===== config.mk =====
export PLATFORM = sky130hd
export DESIGN_NAME = pipe_reg_chain
export DESIGN_NICKNAME = d
export VERILOG_FILES = /design/src/rtl/pipe_reg_chain.sv
export SDC_FILE = /design/constraint.sdc
export NUM_CORES = 1
export LEC_CHECK = 0
export CAP_MARGIN = 10
export CORE_ASPECT_RATIO = 1.25
export CORE_MARGIN = 2
export CORE_UTILIZATION = 55
export CTS_CLUSTER_SIZE = 24
export DETAILED_ROUTE_END_ITERATION = 7
export DONT_BUFFER_PORTS = 1
export PLACE_DENSITY = 0.68
export SYNTH_ARGS = -nofsm -noshare
export SYNTH_HDL_FRONTEND = slang
export SYNTH_SLANG_ARGS = --single-unit

===== constraint.sdc =====
create_clock -name clk -period 3.18 [get_ports clk]
set_input_delay 0.636 -clock clk [delete_from_list [all_inputs] [get_ports clk]]
set_output_delay 0.636 -clock clk [all_outputs]
set_load 0.01 [all_outputs]

===== src/rtl/pipe_reg_chain.sv =====
// Configurable chain of valid-tagged pipeline registers with per-stage flush,
// upstream-only stall propagation and flat export of every in-flight entry.
module pipe_reg_chain #(
  parameter int               WIDTH     = 32,
  parameter int               DEPTH     = 4,
  parameter logic [WIDTH-1:0] NOP_VALUE = '0
) (
  input  logic                           clk,
  input  logic                           rst,
  input  logic                           in_valid,
  input  logic [WIDTH-1:0]               in_data,
  output logic                           in_ready,
  output logic                           out_valid,
  output logic [WIDTH-1:0]               out_data,
  input  logic                           out_ready,
  input  logic [DEPTH-1:0]               flush,
  output logic [DEPTH-1:0]               stage_valid,
  output logic [DEPTH*WIDTH-1:0]         stage_data,
  output logic [$clog2(DEPTH+1)-1:0]     occupancy
);

  localparam int OCC_W = $clog2(DEPTH+1);

  logic [DEPTH-1:0] vld_p;
  logic [WIDTH-1:0] data_p [DEPTH];
  logic [DEPTH-1:0] rdy;
  logic [DEPTH-1:0] src_vld;
  logic [WIDTH-1:0] src_data [DEPTH];

  function automatic logic [OCC_W-1:0] popcount(input logic [DEPTH-1:0] v);
    logic [OCC_W-1:0] c;
    c = '0;
    for (int i = 0; i < DEPTH; i++) begin
      c = c + OCC_W'(v[i]);
    end
    return c;
  endfunction

  // An empty stage is always ready, so bubbles never block the stages behind them.
  always_comb begin
    logic acc;
    rdy = '0;
    acc = out_ready;
    for (int i = DEPTH - 1; i >= 0; i--) begin
      acc    = ~vld_p[i] | acc;
      rdy[i] = acc;
    end
  end

  always_comb begin
    src_vld     = '0;
    src_vld[0]  = in_valid;
    src_data[0] = in_data;
    for (int i = 1; i < DEPTH; i++) begin
      src_vld[i]  = vld_p[i-1];
      src_data[i] = data_p[i-1];
    end
  end

  // Stage registers: flush beats load, load beats hold; a moving bubble resets the payload.
  always_ff @(posedge clk) begin
    if (rst) begin
      for (int i = 0; i < DEPTH; i++) begin
        vld_p[i]  <= 1'b0;
        data_p[i] <= NOP_VALUE;
      end
    end else begin
      for (int i = 0; i < DEPTH; i++) begin
        if (flush[i]) begin
          vld_p[i]  <= 1'b0;
          data_p[i] <= NOP_VALUE;
        end else if (rdy[i]) begin
          vld_p[i]  <= src_vld[i];
          data_p[i] <= src_vld[i] ? src_data[i] : NOP_VALUE;
        end
      end
    end
  end

  always_comb begin
    stage_data = '0;
    for (int i = 0; i < DEPTH; i++) begin
      stage_data[i*WIDTH +: WIDTH] = data_p[i];
    end
  end

  assign in_ready    = rdy[0];
  assign out_valid   = vld_p[DEPTH-1];
  assign out_data    = data_p[DEPTH-1];
  assign stage_valid = vld_p;
  assign occupancy   = popcount(vld_p);

endmodule


==> After elaboration in Yosys (flattened, before gate mapping) <==
Memories as Yosys holds them, arrays and structs flattened.
Index checks and enable logic that the tools add are counted.
{ "totals": {"input_bits": 40, "ff_bits": 4, "mem_bits_rw": 128, "mem_count": 1} }
{ "classes": {"muxes": 42, "add_sub_neg": 3, "bitwise": 16, "n_reduce_logical": 4} }
{ "memory_table": {"columns": ["memory", "depth", "word_bits", "rd", "rd_ports_with_merged_regs", "write_ports", "line_no", "source"], "rows": [
  ["data_p", 4, 32, 4, 0, 4, "25", "logic [WIDTH-1:0] data_p [DEPTH];"]
]} }
{ "op_table": {"columns": ["operator", "count"], "rows": [
  ["$mux W32", 12],
  ["$mux W1", 30],
  ["$or A1 B1 Y1", 12],
  ["$reduce_or A2 Y1", 4],
  ["$not A1 Y1", 4],
  ["$add A2 B1 Y3", 1],
  ["$add A3 B1 Y3", 1],
  ["$add A1 B1 Y2", 1]
]} }

==> Logic depth before layout (Yosys ltp) <==
{ "depth": {"ltp_word": 10, "mapped_depth": 5, "depth_no_buf": 5} }

==> Worst setup path after synthesis <==
OpenSTA, ideal clock, no wires.
{ "synth_timing": {"kind": "input-to-reg", "startpoint": "in out_ready", "endpoint": "mem data_p[0][0] (enable)", "n_path_buf": 3, "path_slack_ns": 0.558, "arrival_ns": 2.061, "required_time_ns": 2.619, "setup_time_ns": 0.561, "path_stages": 5, "cell_sequence": "and3b_1 -> buf_2 -> buf_4 -> buf_2 -> nand3_1"} }
{ "synth_rtl": {"columns": ["element", "line_no", "source"], "rows": [
  ["start, declared", "15", "input logic out_ready,"],
  ["end, declared", "25", null]
]} }

==> Worst setup path after layout <==
{ "layout_timing": {"startpoint": "reg vld_p[3] (netlist: stage_valid[3])", "endpoint": "out occupancy[1]"} }
{ "layout_via": {"elab_chain_cells": 1} }
{ "layout_lines": {"columns": ["element", "line_no", "source"], "rows": [
  ["start, declared", "24", "logic [DEPTH-1:0] vld_p;"],
  ["start signal, assigned by index", "73", "vld_p[i] <= src_vld[i];"],
  ["$add A3 B1 Y3", "34", "c = c + OCC_W'(v[i]);"],
  ["end, declared", "19", "output logic [$clog2(DEPTH+1)-1:0] occupancy"]
]} }
Every way passes these cells.

==> results.ini <==
[synthesis]
ys_top_cells_by_count=128 x edfxtp_1, 90 x nor3b_2, 34 x buf_4
synth.net_count=439
syn_inst=396
synth_flop_cell=edfxtp_1
synth.ff_latch_count=132
yosysSeqAreaShare=0.6207
synth_top_area_frac=0.6081
synth-edff-count=128
yosys-top-cells-area=edfxtp_1 61%, nor3b_2 18%, nand4bb_1 5.7%
yosys_warnings=0
synth.cell_area_sq_um=6321
synth_most_common_cell=edfxtp_1
yosysTopAreaCell=edfxtp_1
synthArstFlopShare=0
synth_area_per_cell_sq_um=15.96
yosysUniqueCellTypes=24

[critical_path]
worstSetupPathType=flip-flop to output port
critical_path.top_delay_family=adder cells
cp.arrival_ns=2.11
slowest_stage=fa_1
rrSetupSlack_ns=1.35
slowest_delay_ns=0.54
worstPathCellList=inv_1 > fa_1 > inv_1 > ha_1 > ha_1
crit_cells=5
ff2ff_path_depth=2
startpoint=stage_valid[3]
critPathLaunchType=flip-flop
crit_end=occupancy[1]
reg2reg_from=stage_valid[0]
path_buf_inv=2
cp.required_ns=2.54
r2r-end=data_p[1][0]
path_max_fanout=6
end_kind=output port

[timing]
maxSlewHeadroom=0.3087
period_minus_slack_ns=2.744
report.final.slew_viol_count=0
tightest_slew_ns=1.037
hold_viol_final=0
finClkSkew_ns=0.006824
fmax_ghz=0.3644
finalSetupTns_ns=0
post-route-period-util=0.8629
rsz0062_at_grt=false
setup_viol=0

[power_and_ir_drop]
p_leak_nw=2.280
power_mw=4.181
peakVddDrop_mv=0.3145
swShare=0.1703
p_sw_uw=712.1
p_seq_frac=0.457
power_frac_comb=0.010
p_int_mw=3.469
power.density_nw_per_um2=619.8
power.share.clock=0.533

[layout]
antenna_cells=0
layout-drive-gt1-share=0.3785
fin_area_sq_um=6745
syn_to_final_growth_pct=6.710
n_fill_cell=823
layout.nets=392
finalNonFillerCells=497
multi_input_area_sq_um=1879
seqCellArea_sq_um=3924

[floorplan]
design.core.area_sq_um=11140
start_util=0.5676
io-pin-count=209
die_w_um=99.89
die_area_sq_um=12370
die_h_um=123.9
row_count=43

[job]
drv_cap=0

[place]
io_buffers=0
place_area_sq_um=6058
dpl.cell_count=465
dpl.hpwl_um=7708
gp_congestion=0.8118

[grt]
antenna_found_initial=0
grt_pass1_vias=2853
grt_first_pass_wirelength_um=16270
track_usage=0.1761
grt_max_degree=41
grt-ovfl-total=0

[cts]
clk_pin_slew_ns=0.05
clk_path_buf_depth=2
worstSkewPairLatency_ns=0.41
clk_root_buffer_cell=clkbuf_16
cts_tree=yes
htreeDepth=4
post-cts-setup-buffers=0
cts.sinks=132
cts_made_buffers=17
ctsHoldBuffers=0
ctsResizeCount=0

[detailed_routing]
drtPass1Iterations=4
viasPerCell=5.960
drtIter0Drc=79
postRouteAntennaNets=0
vias=2962
drc_errors=0
wl_per_cell_um=21.21
wl_um=10540

[status]
status=completed

[hold_path]
holdCritPathClass=input port to flip-flop

==> per-layer routing <==
metal | global-route usage | vias to the layer above | routed length (um)
met4 | 0.1010 | 0 | 208
met2 | 0.2644 | 142 | 5123
met1 | 0.2200 | 1416 | 4300
li1 | - | 1378 | -
met5 | 0 | - | 0
met3 | 0.06566 | 26 | 911
==> worst min path at each step <==
stage | endpoint | start | slack, ns | cells after the start
floorplan | stage_valid[1] | stage_valid[0] | 0.55 | 1
global placement | stage_valid[3] | stage_valid[2] | 0.61 | 1
detailed placement | stage_valid[2] | stage_valid[1] | 0.61 | 1
CTS | stage_valid[3] | flush[3] | 0.38 | 2
global route | stage_valid[2] | flush[2] | 0.39 | 2
finish | stage_valid[2] | flush[2] | 0.40 | 2
==> placed cells by master, fill, tap and decap left out <==
cell / Yosys / routed
edfxtp_1: 128 / 128
nor3b_2: 90 / 90
nand4bb_1: 32 / 32
a21oi_1: 32 / 32
clkbuf_16: 0 / 17
buf_4: 34 / 9
nor3b_1: 7 / 7
bufinv_16: 0 / 7
inv_1: 5 / 5
nand2_1: 4 / 4
nor2_1: 4 / 4
dfxtp_1: 4 / 4
or3b_2: 0 / 3
o21a_1: 3 / 3
clkinv_4: 0 / 3
ha_1: 2 / 2
clkinv_2: 0 / 2
and3b_2: 0 / 1
and2_2: 1 / 1
nor2b_4: 0 / 1
and4b_2: 1 / 1
nand3_1: 1 / 1
a31o_2: 1 / 1
fa_1: 1 / 1
clkbuf_1: 12 / 1
clkinvlp_4: 0 / 1
clkinv_1: 0 / 1
==> layout make-up <==
| type | instances | area share |
|---|---|---|
| flip-flops and latches | 132 | 0.5817 |
| multi-input cells | 184 | 0.2786 |
| clock inverters | 14 | 0.03821 |
| well taps | 135 | 0.02504 |
| clock buffers | 18 | 0.06362 |
| repair buffers | 9 | 0.01002 |
| inverters | 5 | 0.002782 |
==> worst reg2reg max path: cells and delay by family (launching register included) <==
| kind | cells | cell delay, ns |
|---|---|---|
| flops | 1 | 0.46 |
| simple gates | 2 | 1.18 |
==> sequential cells by signal, indices dropped and copies added, names as in the netlist <==
name / flops
stage_valid: 4
data_p: 128
==> through the flow <==
| step | setup slack, ns | hold slack, ns | utilization |
|---|---|---|---|
| 3_3_place_gp | 0.8791 | 0.6070 | 0.5440 |
| 3_5_place_dp | 0.8531 | 0.6146 | 0.5440 |
| 2_1_floorplan | 0.5584 | 0.5533 | - |
| 6_report | 0.4359 | 0.4009 | 0.6057 |
| 5_1_grt | 0.3114 | 0.3897 | 0.6057 |
| 4_1_cts | 0.4089 | 0.3789 | 0.6057 |
==> cell families (layout without fill, tap and decap cells) <==
group | count (synthesis) | after routing | synth area share
AND/OR/NAND/NOR | 145 | 145 | 0.2585
adder cells (fa/ha/maj) | 3 | 3 | 0.007125
AO/OA/AOI/OAI | 36 | 36 | 0.03028
buffers and inverters | 80 | 46 | 0.08333
flip-flops | 132 | 132 | 0.6207
==> power groups by stage <==
stage | logic (mW) | registers, mW | clock network (mW)
2_1_floorplan | 0.0516 | 1.94 | 0
3_3_place_gp | 0.0405 | 1.95 | 0
3_5_place_dp | 0.0412 | 1.95 | 0
4_1_cts | 0.0412 | 1.91 | 2.27
6_report | 0.0408 | 1.91 | 2.23
5_1_grt | 0.0447 | 1.91 | 2.34
Note: power is estimated with default switching activity, not from simulation.
